==> src/rtl/npc_pkg.sv <==
// Shared state codes, access-width codes and reset constants for the NPC multi-cycle controller.
// The optional bus watchdog in npc_mc_ctrl is enabled with NPC_BUS_TIMEOUT_EN.
package npc_pkg;

  typedef logic [2:0] npc_state_t;

  localparam npc_state_t S_FETCH_REQ  = 3'd0;
  localparam npc_state_t S_FETCH_WAIT = 3'd1;
  localparam npc_state_t S_EXEC       = 3'd2;
  localparam npc_state_t S_MEM_REQ    = 3'd3;
  localparam npc_state_t S_MEM_WAIT   = 3'd4;
  localparam npc_state_t S_WB         = 3'd5;
  localparam npc_state_t S_HALT       = 3'd6;
  localparam npc_state_t S_ERR        = 3'd7;

  typedef enum logic [1:0] {
    W_BYTE   = 2'd0,
    W_HALF   = 2'd1,
    W_WORD   = 2'd2,
    W_DOUBLE = 2'd3
  } npc_width_e;

  localparam logic [31:0] NOP              = 32'h0000_0013;
  localparam logic [63:0] RESET_PC_DEFAULT = 64'h0000_0000_8000_0000;

endpackage

==> src/rtl/npc_wmask.sv <==
// Byte-enable generator and store-data lane shifter: places an access of the given
// width at the byte offset given by the low address bits.
module npc_wmask
  import npc_pkg::*;
#(
  parameter int XLEN = 32
) (
  input  logic [1:0]                 width,
  input  logic [$clog2(XLEN/8)-1:0]  off,
  input  logic [XLEN-1:0]            wdata,
  output logic [XLEN/8-1:0]          wmask,
  output logic [XLEN-1:0]            wdata_lane
);

  localparam int NB = XLEN / 8;

  logic [4:0] len;

  always_comb begin
    case (npc_width_e'(width))
      W_BYTE:  len = 5'd1;
      W_HALF:  len = 5'd2;
      W_WORD:  len = 5'd4;
      default: len = 5'd8;
    endcase
  end

  // Lane gi is enabled when it falls inside [off, off+len); lanes past the top are dropped.
  genvar gi;
  generate
    for (gi = 0; gi < NB; gi++) begin : g_lane
      assign wmask[gi] = (5'(gi) >= 5'(off)) && ((5'(gi) - 5'(off)) < len);
    end
  endgenerate

  assign wdata_lane = wdata << {off, 3'b000};

endmodule

==> src/rtl/npc_mc_ctrl.sv <==
// Multi-cycle NPC sequencer: owns pc/inst and steps fetch, execute, memory and writeback
// over valid/ready buses. Define NPC_BUS_TIMEOUT_EN to enable the bus watchdog (ERR state).
module npc_mc_ctrl
  import npc_pkg::*;
#(
  parameter int              XLEN     = 32,
  parameter logic [XLEN-1:0] RESET_PC = XLEN'(RESET_PC_DEFAULT),
  parameter int              TIMEOUT  = 255
) (
  input  logic                clk,
  input  logic                rst,
  output logic                imem_req_valid,
  input  logic                imem_req_ready,
  output logic [XLEN-1:0]     imem_addr,
  input  logic                imem_resp_valid,
  input  logic [31:0]         imem_rdata,
  output logic [XLEN-1:0]     pc,
  output logic [31:0]         inst,
  input  logic                dec_is_load,
  input  logic                dec_is_store,
  input  logic                dec_wen,
  input  logic                dec_halt,
  input  logic [1:0]          ex_width,
  input  logic [XLEN-1:0]     ex_addr,
  input  logic [XLEN-1:0]     ex_wdata,
  input  logic                ex_jmp_flag,
  input  logic [XLEN-1:0]     ex_jmp_addr,
  output logic                dmem_req_valid,
  input  logic                dmem_req_ready,
  output logic                dmem_we,
  output logic [XLEN-1:0]     dmem_addr,
  output logic [XLEN-1:0]     dmem_wdata,
  output logic [XLEN/8-1:0]   dmem_wmask,
  input  logic                dmem_resp_valid,
  input  logic [XLEN-1:0]     dmem_rdata,
  output logic [XLEN-1:0]     load_data,
  output logic                rf_wen,
  output logic                commit,
  output logic                halted,
  output logic                bus_err
);

  npc_state_t        state_reg, state_next;
  logic [XLEN-1:0]   pc_reg;
  logic [31:0]       inst_reg;
  logic [XLEN-1:0]   load_data_reg;
  logic [XLEN/8-1:0] lane_mask;
  logic              bus_wait;

  assign bus_wait = (state_reg == S_FETCH_REQ) || (state_reg == S_FETCH_WAIT) ||
                    (state_reg == S_MEM_REQ)   || (state_reg == S_MEM_WAIT);

`ifdef NPC_BUS_TIMEOUT_EN
  localparam int CNT_W = (TIMEOUT < 2) ? 1 : $clog2(TIMEOUT);
  logic [CNT_W-1:0] tmo_cnt_reg;
`endif

  always_comb begin
    state_next = state_reg;
    case (state_reg)
      S_FETCH_REQ:  if (imem_req_ready)  state_next = S_FETCH_WAIT;
      S_FETCH_WAIT: if (imem_resp_valid) state_next = S_EXEC;
      S_EXEC: begin
        if (dec_halt)                          state_next = S_HALT;
        else if (dec_is_load || dec_is_store)  state_next = S_MEM_REQ;
        else                                   state_next = S_WB;
      end
      S_MEM_REQ:    if (dmem_req_ready)  state_next = S_MEM_WAIT;
      S_MEM_WAIT:   if (dmem_resp_valid) state_next = S_WB;
      S_WB:         state_next = S_FETCH_REQ;
      default:      state_next = state_reg;
    endcase
`ifdef NPC_BUS_TIMEOUT_EN
    // A handshake completing on the last allowed cycle still wins over the watchdog.
    if (bus_wait && (state_next == state_reg) && (tmo_cnt_reg == CNT_W'(TIMEOUT - 1)))
      state_next = S_ERR;
`endif
  end

  always_ff @(posedge clk) begin
    if (rst) begin
      state_reg     <= S_FETCH_REQ;
      pc_reg        <= RESET_PC;
      inst_reg      <= NOP;
      load_data_reg <= '0;
    end else begin
      state_reg <= state_next;
      if ((state_reg == S_FETCH_WAIT) && imem_resp_valid)
        inst_reg <= imem_rdata;
      if ((state_reg == S_MEM_WAIT) && dmem_resp_valid && dec_is_load)
        load_data_reg <= dmem_rdata;
      if (state_reg == S_WB)
        pc_reg <= (ex_jmp_flag ? ex_jmp_addr : pc_reg + XLEN'(4)) & ~XLEN'(3);
    end
  end

`ifdef NPC_BUS_TIMEOUT_EN
  always_ff @(posedge clk) begin
    if (rst || (state_next != state_reg) || !bus_wait)
      tmo_cnt_reg <= '0;
    else
      tmo_cnt_reg <= tmo_cnt_reg + 1'b1;
  end

  assign bus_err = (state_reg == S_ERR);
`else
  assign bus_err = (TIMEOUT < 0);
`endif

  npc_wmask #(
    .XLEN (XLEN)
  ) u_wmask (
    .width      (ex_width),
    .off        (ex_addr[$clog2(XLEN/8)-1:0]),
    .wdata      (ex_wdata),
    .wmask      (lane_mask),
    .wdata_lane (dmem_wdata)
  );

  assign imem_req_valid = (state_reg == S_FETCH_REQ);
  assign imem_addr      = pc_reg;
  assign pc             = pc_reg;
  assign inst           = inst_reg;
  assign dmem_req_valid = (state_reg == S_MEM_REQ);
  assign dmem_we        = (state_reg == S_MEM_REQ) && dec_is_store;
  assign dmem_addr      = ex_addr;
  assign dmem_wmask     = (state_reg == S_MEM_REQ) ? lane_mask : '0;
  assign load_data      = load_data_reg;
  assign commit         = (state_reg == S_WB);
  assign rf_wen         = (state_reg == S_WB) && dec_wen && !dec_is_store;
  assign halted         = (state_reg == S_HALT);

endmodule

==> config.mk <==
export PLATFORM = sky130hd
export DESIGN_NAME = npc_mc_ctrl
export DESIGN_NICKNAME = d
export VERILOG_FILES = /design/src/rtl/npc_pkg.sv /design/src/rtl/npc_wmask.sv /design/src/rtl/npc_mc_ctrl.sv
export SDC_FILE = /design/constraint.sdc
export NUM_CORES = 1
export LEC_CHECK = 0
export CORE_AREA = 2 2 147 149
export CTS_BUF_LIST = sky130_fd_sc_hd__clkbuf_2 sky130_fd_sc_hd__clkbuf_4 sky130_fd_sc_hd__clkbuf_8
export CTS_CLUSTER_SIZE = 28
export DETAILED_ROUTE_END_ITERATION = 10
export DIE_AREA = 0 0 149 151
export PLACE_DENSITY_LB_ADDON = 0.12
export SLEW_MARGIN = 20
export SYNTH_ARGS = -nofsm -noshare
export SYNTH_HDL_FRONTEND = slang
export SYNTH_SLANG_ARGS = --single-unit
==> constraint.sdc <==
create_clock -name clk -period 2.4 [get_ports clk]
set_clock_uncertainty 0.2 [all_clocks]
set_input_delay 0.36 -clock clk [delete_from_list [all_inputs] [get_ports clk]]
set_output_delay 0.36 -clock clk [all_outputs]
set_load 0.03 [all_outputs]
# Yosys cells after proc, flatten, opt, wreduce, memory -nomap -nowiden
# Cells that the tools add are included.
# op_classes
multipliers	0
n_reduce_logical	15
n_eq_ne	12
muxes	10
bitwise_logic	0
n_shift	1
div	0
magnitude_cmp	7
addsub	5
# op_table
cell	n
$add A32 B3 Y32 const B	1
$mux W32	1
$shl A32 B5 Y32	1
$lt A5 B4 Y1	4
$mux W3	6
$pmux W3 S6	1
$pmux W4 S3	1
$eq A3 B3 Y1 const B	3
$logic_and A1 B1 Y1	9
$eq A3 B2 Y1 const B	2
$reduce_bool A6 Y1	1
$sub A1 B2 Y3 const A	2
$sub A2 B2 Y3 const A	2
$reduce_and A5 Y1	1
$ge A1 B2 Y1 const A	2
$mux W4	1
$ne A2 B1 Y1 const B	2
$ne A2 B2 Y1 const B	2
$eq A3 B1 Y1 const B	1
$logic_not A3 Y1	1
$eq A2 B1 Y1 const B	1
$eq A2 B2 Y1 const B	1
$ge A2 B2 Y1 const A	1
$logic_not A2 Y1	1
2 further kinds	2
# word_totals
input_bits	173
output_inout_bits	203
ram_bits	0
reg_bits	97
latch_bits	0
memories	0
mem_bits_ro	0
word_cells	54

# Depth between registers and ports, before layout
# Gate-level depths: netlist of run 1.
# depth
word_depth	5
ltp_mapped	9
depth_no_buf	8

# Hierarchy
# A second synthesis of run 1 with hierarchy kept.
# unflattened
hier_cells	785
hier_area_um2	5972.0
# by_module_without_submodules
mod	seq_area_each_um2	area_per_inst_um2	n_inst	cells_per_inst
npc_mc_ctrl	1941.9	5143.7	1	672
npc_wmask	0.0	828.3	1	113

# Worst setup path before layout of run 1
# Ideal clock, no wire load.
# synth_path
kind	input port to output port
startpoint	in ex_addr[0]
endpoint	out dmem_wmask[2]
n_path_buf	1
slack_ps	-663
arrival_time_ps	2503
stages	9
required_ps	1840
path_cell_list	clkbuf_1 -> inv_1 -> ha_1 -> inv_1 -> ha_1 -> a21boi_0 -> o21ai_0 -> a221oi_1 -> nor4_1
# synth_between
elab_chain_cells	4
elab_cells_between_ends	5
classes_between	add/sub (1); order compare (2); mux (1); reduce/logical (1)
# synth_lines
element	line_no	text
start: declaration	npc_mc_ctrl.sv:24	input logic [XLEN-1:0] ex_addr,
$sub A2 B2 Y3	npc_wmask.sv:32	assign wmask[gi] = (5'(gi) >= 5'(off)) && ((5'(gi) - 5'(off)) < len);
$lt A5 B4 Y1	npc_wmask.sv:32	
$logic_and A1 B1 Y1 *	npc_wmask.sv:32	
$mux W4 *	npc_mc_ctrl.sv:127	assign dmem_wmask = (state_reg == S_MEM_REQ) ? lane_mask : '0;
end: declaration	npc_mc_ctrl.sv:33	output logic [XLEN/8-1:0] dmem_wmask,
# Every way passes the cells marked *; elsewhere a longest branch is shown, timed or not.

# Worst setup path after layout of run 1
# layout_path
startpoint	in ex_width[0]
endpoint	out dmem_wmask[2]
# layout_between
elab_chain_cells	5
elab_cells_between_ends	7
classes_between	order compare (1); eq/ne (2); mux (2); reduce/logical (2)
# layout_lines
element	line_no	text
start: declaration	npc_mc_ctrl.sv:23	input logic [1:0] ex_width,
$eq A2 B2 Y1, or another cell as far along	npc_wmask.sv:20	case (npc_width_e'(width))
$pmux W4 S3 *	npc_wmask.sv:20	
$lt A5 B4 Y1 *	npc_wmask.sv:32	
$logic_and A1 B1 Y1 *	npc_wmask.sv:32	
$mux W4 *	npc_mc_ctrl.sv:127	
# Marks and branches as above.

==> metrics.md, run 1 <==
| Metric | Value |
|---|---|
| PortBufs | `308` |
| Warnings, synthesis | `0` |
| Die Span X | `149 um` |
| CP Max Fanout | `5` |
| DIE HEIGHT | `151 um` |
| FF-to-FF End | `imem_addr[17]` |
| Fin. max-slew vios | `0` |
| CP Launch Type | `primary input` |
| Max-cap viol count | `0` |
| Routability cong. | `0.763` |
| Xor/xnor cell area share of the yosys netlist | `0%` |
| Area Overhead vs Synth | `55.5%` |
| RR Startpoint | `imem_addr[5]` |
| Post-synthesis mux area share | `5.19%` |
| Number of global-route vias before repair | `5553` |
| Core area | `20800 um2` |
| LEAKAGE | `3.33 nW` |
| GRT Util Overall | `16.6%` |
| Pin count of the biggest net entering global routing | `68` |
| Simple-gate share of the synthesized area | `26.0%` |
| DP HPWL | `14400 um` |
| Sw Ratio | `32.0%` |
| Met3 Resource Use GR | `7.50%` |
| Max Root-Sink Buffers | `2` |
| Worst path slowest cell | `a221oi_2` |
| Crit share post-route | `96.6%` |
| Critical Path End Type | `output port` |
| Fin Hold WS | `0.250 ns` |
| Worst VDD drop | `0.000258 V` |
| Synth area leader | `dfxtp_1` |
| Top FF cell, synth | `dfxtp_1` |
| CTS tree | `yes` |
| Worst path max stage delay | `0.30 ns` |
| Worst skew pair latency | `0.39 ns` |
| Clock sinks | `97` |
| Status | `completed` |
| Crit-path cells | `dlygate4sd2_1 -> buf_4 -> nand2b_4 -> ha_1 -> o21ai_2 -> a221oi_2 -> nor4_4 -> buf_6` |
| Synthesized instance count | `758` |
| Int Pwr | `2.67 mW` |
| Logic gate share of total power | `26.9%` |
| Vias per inst | `4.69` |
| Clock power share | `29.9%` |
| IO Pins | `376` |
| Synth async-reset ratio | `0%` |
| Clock-pin slew on the worst setup and hold paths | `0.11 ns` |
| Initial Util | `27.8%` |
| CP top delay family | `buffers and inverters` |
| CTS Root Cell | `clkbuf_8` |
| Avg Cell Area, Syn | `7.63 um2` |
| Clock period minus worst slack | `2.32 ns` |
| Share of cells above drive strength 1 | `13.7%` |
| Ant. Diodes | `0` |
| Top-area cell type share of the netlist area | `33.6%` |
| Hold EP | `imem_addr[4]` |
| Normalized max-slew margin | `61.7%` |
| Crit path buffers/inverters | `3` |
| Min-delay src | `rst` |
| Flop pwr share | `43.2%` |
| Synth Cell Area | `5790 um2` |
| Die Area | `22500 um2` |
| Arrival @ worst endpoint | `1.76 ns` |
| Util after Layout | `43.2%` |
| Met2 Usage GRT | `26.2%` |
| DRT Wirelength | `19400 um` |
| First-pass GRT wire length | `29900 um` |
| Final nets | `1187` |
| Net Sw Power | `1.26 mW` |
| Count of different cell masters after synthesis | `64` |
| Power Dens Cells | `436 nW/um2` |
| Number of nets with antenna violations after detailed routing | `0` |
| Final Hold Vio Count | `0` |
| FF-to-FF setup slack | `0.21 ns` |
| DR vias | `6029` |
| Post-synthesis sequential area ratio | `33.6%` |
| EDFF count, synth | `0` |
| DR iter-0 viols | `233` |
| Wirelength per Cell | `15.1 um` |
| Most common cell after layout, fill and taps aside | `clkdlybuf4s50_1` |
| FF+latch count, synth | `97` |
| Pre-antenna DRT Iters | `6` |
| Hold Buf Count CTS | `0` |
| Kind of critical path | `primary input to output port` |
| Top post-synthesis cells by area | `dfxtp_1 (34%), nand2_1 (10%), buf_4 (8.8%)` |
| Placement Rows | `53` |
| Gr busiest metal | `met2` |
| Adder-cell area share of the yosys netlist | `1.95%` |
| Fmax | `431 MHz` |
| Main combinational cell family by area after synthesis | `simple AND/OR/NAND/NOR gates` |
| Post-route DRC | `0` |
| Most frequent cells in the layout | `clkdlybuf4s50_1 (259), nand2_1 (156), dfxtp_1 (97), a21oi_1 (95), buf_4 (85)` |
| HP Class | `primary input to flip-flop` |
| Unrepaired setup endpoints after global routing | `false` |
| Hold Crit Depth | `2` |
| Final setup vio count | `0` |
| Synth Area in Compound Gates | `18.9%` |
| Met1 Resource Use GR | `20.6%` |
| Global route overflow | `0` |
| CP required | `1.84 ns` |
| Initial antenna violation count | `0` |
| H-tree depth | `3` |
| CTS Buf Count | `9` |
| Reg2Reg Depth | `6` |
| Fillers | `2177` |
| Worst-Margin Slew | `0.575 ns` |
==> worst reg2reg max path, cell delays in order, from the launching register on <==
cell     delay [ns]
dfxtp_1        0.52
nand4_2        0.23
nor4_4         0.29
buf_4          0.26
nand2_1        0.10
or4_1          0.40
a31oi_1        0.13
==> cells by family after synthesis <==
group                      after synthesis
and+or+nand+nor                        307
AOI/OAI and AO/OA                      184
buffers and inverters                  131
other                                    1
muxes                                   29
DFF                                     97
adders and majority gates                9
==> final cells by class <==
type / count / area [um2] / share of cell area, %
clock buffer: 9 / 124 / 1.38
clock inverter: 7 / 88.8 / 0.987
inverter: 7 / 33.8 / 0.376
multi-input combinational: 534 / 3110 / 34.5
sequential: 97 / 1940 / 21.6
tap: 275 / 344 / 3.82
timing repair buffer: 356 / 3360 / 37.3
==> layer usage <==
metal / vias to the layer above / routed length (um)
li1: 3050 / -
met1: 2733 / 8190
met2: 214 / 8860
met3: 32 / 2040
met4: 0 / 306
met5: - / 0
==> power by group through the flow <==
stage	sequential, mW	combinational, mW	clock, mW
after global routing	1.70	1.15	1.29
after detailed placement	1.73	1.06	0
final	1.70	1.06	1.17
after CTS	1.70	1.06	1.24
after global placement	1.73	1.06	0
after floorplan	1.82	0.554	0
==> repair_timing <==
action,in CTS,in global routing
gates cloned,0,0
setup buffers,0,2
pin swaps,4,2
endpoints found under the setup margin,13,2
hold endpoints to repair,0,0
resized for setup,15,4
==> stage by stage <==
stage / setup TNS, ns / worst slack [ns] / std cells / power, mW / instance area [um2]
3_3_place_gp: -1.60 / -0.425 / 1267 / 2.79 / 8730
3_5_place_dp: -1.74 / -0.449 / 1267 / 2.79 / 8730
4_1_cts: 0 / 0.000299 / 1283 / 4.00 / 8970
5_1_grt: 0 / 0.00711 / 1285 / 4.14 / 9000
2_1_floorplan: -0.00273 / -0.00273 / 762 / 2.38 / 5900
6_report: 0 / 0.0824 / 1285 / 3.93 / 9000
==> how the worst max path moves through the flow <==
stage | startpoint | endpoint | slack (ns) | depth (start not counted)
2_1_floorplan | ex_addr[0] | dmem_wmask[2] | -0.003 | 9
3_3_place_gp | ex_addr[1] | dmem_wmask[2] | -0.43 | 10
3_5_place_dp | ex_addr[1] | dmem_wmask[2] | -0.45 | 10
4_1_cts | state_reg[1] | commit | 0.0003 | 4
5_1_grt | ex_addr[1] | dmem_wmask[2] | 0.007 | 10
6_report | ex_width[0] | dmem_wmask[2] | 0.08 | 8
==> synthesized netlist by cell type, drive strengths merged, types with 7 or more instances <==
library cell,n
nand2,157
dfxtp,97
a21oi,95
buf,87
nor2,48
clkbuf,36
o21ai,28
mux2i,24
nand4,15
nand3,14
a31oi,12
and2,12
and3,12
nor3,12
a211oi,11
nor2b,11
ha,9
a22oi,7
inv,7
Power figures use the tool's default switching activity.
==> run 2: changes to the inputs <==
--- a/config.mk
+++ b/config.mk
@@ -11,6 +11,7 @@
 export DETAILED_ROUTE_END_ITERATION = 10
 export DIE_AREA = 0 0 149 151
 export PLACE_DENSITY_LB_ADDON = 0.12
+export RECOVER_POWER = 50
 export SLEW_MARGIN = 20
 export SYNTH_ARGS = -nofsm -noshare
 export SYNTH_HDL_FRONTEND = slang
==> metrics.md, run 2 (same netlist as run 1, synthesis figures left out) <==
| Metric | Value |
|---|---|
| Status | `completed (unchanged)` |
| Max Root-Sink Buffers | `2 (unchanged)` |
| Normalized max-slew margin | `56.6% (was 61.7%)` |
| Clock period minus worst slack | `2.32 ns (unchanged)` |
| Arrival @ worst endpoint | `1.76 ns (about the same)` |
| First-pass GRT wire length | `29900 um (unchanged)` |
| Max-cap viol count | `0 (unchanged)` |
| DIE HEIGHT | `151 um (unchanged)` |
| Vias per inst | `4.69 (about the same)` |
| Reg2Reg Depth | `6 (unchanged)` |
| Hold Crit Depth | `2 (unchanged)` |
| Most frequent cells in the layout | `clkdlybuf4s50_1 (229), nand2_1 (156), dfxtp_1 (97), a21oi_1 (95), buf_4 (73) (was clkdlybuf4s50_1 (259), nand2_1 (156), dfxtp_1 (97), a21oi_1 (95), buf_4 (85))` |
| Worst path slowest cell | `a221oi_2 (unchanged)` |
| Critical Path End Type | `output port (unchanged)` |
| Die Area | `22500 um2 (unchanged)` |
| Worst skew pair latency | `0.39 ns (about the same)` |
| Wirelength per Cell | `15.1 um (about the same)` |
| Post-route total power | `3.91 mW (was 3.93 mW)` |
| Pin count of the biggest net entering global routing | `68 (unchanged)` |
| DRT Wirelength | `19400 um (about the same)` |
| Worst VDD drop | `0.000258 V (about the same)` |
| CTS Root Cell | `clkbuf_8 (unchanged)` |
| Cell depth of the worst setup path | `8 (unchanged)` |
| Kind of critical path | `primary input to output port (unchanged)` |
| DR vias | `6032 (was 6029)` |
| CP Launch Type | `primary input (unchanged)` |
| Crit path buffers/inverters | `3 (unchanged)` |
| Die Span X | `149 um (unchanged)` |
| Worst-Margin Slew | `0.651 ns (was 0.575 ns)` |
| DP HPWL | `14400 um (unchanged)` |
| Initial antenna violation count | `0 (unchanged)` |
| Ant. Diodes | `0 (unchanged)` |
| Fmax | `431 MHz (unchanged)` |
| CP Max Fanout | `5 (unchanged)` |
| Post-route DRC | `0 (unchanged)` |
| Worst path max stage delay | `0.30 ns (about the same)` |
| Placement Rows | `53 (unchanged)` |
| Final setup TNS | `0 ns (unchanged)` |
| Initial Util | `27.8% (unchanged)` |
| Share of cells above drive strength 1 | `12.8% (was 13.7%)` |
| CTS tree | `yes (unchanged)` |
| Clock-pin slew on the worst setup and hold paths | `0.11 ns (about the same)` |
| Most common cell after layout, fill and taps aside | `clkdlybuf4s50_1 (unchanged)` |
| Final nets | `1187 (unchanged)` |
| HP Class | `primary input to flip-flop (unchanged)` |
| Area Overhead vs Synth | `54.8% (was 55.5%)` |
| CP startpoint | `ex_width[0] (unchanged)` |
| Unrepaired setup endpoints after global routing | `false (unchanged)` |
| Crit-path cells | `dlygate4sd2_1 -> buf_4 -> nand2b_4 -> ha_1 -> o21ai_2 -> a221oi_2 -> nor4_4 -> buf_6 (unchanged)` |
| Number of nets with antenna violations after detailed routing | `0 (unchanged)` |
| IO Pins | `376 (unchanged)` |
| CTS Buf Count | `9 (unchanged)` |
| Min-delay src | `rst (unchanged)` |
| Crit share post-route | `96.6% (unchanged)` |
| Clock sinks | `97 (unchanged)` |
| DR iter-0 viols | `231 (was 233)` |
| Global route overflow | `0 (unchanged)` |
| Number of global-route vias before repair | `5553 (unchanged)` |
| LEAKAGE | `3.38 nW (was 3.33 nW)` |
| H-tree depth | `3 (unchanged)` |
| PortBufs | `308 (unchanged)` |
| CP required | `1.84 ns (about the same)` |
| Fin. max-slew vios | `0 (unchanged)` |
| CP top delay family | `buffers and inverters (unchanged)` |
| Fillers | `2184 (was 2177)` |
| GRT Util Overall | `16.6% (unchanged)` |
| Pre-antenna DRT Iters | `5 (was 6)` |
| RR Startpoint | `imem_addr[5] (unchanged)` |
| Final Hold Vio Count | `0 (unchanged)` |
| Routability cong. | `0.763 (unchanged)` |
| Final setup vio count | `0 (unchanged)` |
| Power Dens Cells | `437 nW/um2 (was 436 nW/um2)` |
| Core area | `20800 um2 (unchanged)` |
==> run 2: changes by cell type in the layout (fill, tap and decap cells not counted) <==
cell	before	now
clkbuf_2	0	3
clkbuf_1	0	9
buf_4	85	73
clkdlybuf4s50_1	259	229
dlygate4sd3_1	0	30
==> run 2: per-layer routing <==
metal / wire [um] / GRT usage (%) / up-vias / part of all wire [%]
met1: 8230 / 20.6 / 2734 / 42
li1: - / - / 3054 / -
met3: 2000 / 7.50 / 32 / 10
met2: 8860 / 26.2 / 212 / 46
met5: 0 / 0 / - / 0
met4: 304 / 4.43 / 0 / 1.6
==> run 2: final cells by class <==
cell class / instances / area (um2) / share of cell area (%)
Clock buffer: 9 / 124 / 1.38
Clock inverter: 7 / 88.8 / 0.992
Inverter: 7 / 33.8 / 0.377
Multi-Input combinational cell: 534 / 3110 / 34.7
Sequential cell: 97 / 1940 / 21.7
Tap cell: 275 / 344 / 3.84
Timing Repair Buffer: 356 / 3320 / 37.0
==> run 2: through the flow <==
step | setup WS, ns | cell area (um2) | util, % | hold WS [ns] | instances
floorplan | -0.00273 | 5900 | - | 0.284 | 762
global placement | -0.425 | 8730 | 41.9 | 0.240 | 1267
detailed placement | -0.449 | 8730 | 41.9 | 0.245 | 1267
CTS | 0.000299 | 8970 | 43.1 | 0.234 | 1283
global route | 0.00711 | 8950 | 43.0 | 0.251 | 1285
finish | 0.0824 | 8950 | 43.0 | 0.250 | 1285
==> run 2: path summary, 6_finish.rpt <==
check | to | slack, ns
max | dmem_wmask[2] | 0.08
min | imem_addr[4] | 0.25
max reg2reg | imem_addr[17] | 0.21
min reg2reg | inst[8] | 0.26
==> run 2: power breakdown <==
group	switching (mW)	leakage, nW	total (mW)	internal (mW)
Sequential	0.0313	0.784	1.69	1.66
Combinational	0.554	2.50	1.04	0.487
Clock	0.671	0.103	1.17	0.502
Total	1.26	3.38	3.91	2.65
==> run 2: repair_timing <==
action                     CTS  global route
gates resized for setup     15             4
hold buffers                 0             0
setup endpoints to repair   13             2
pin swaps                    4             2
buffers inserted             0             2
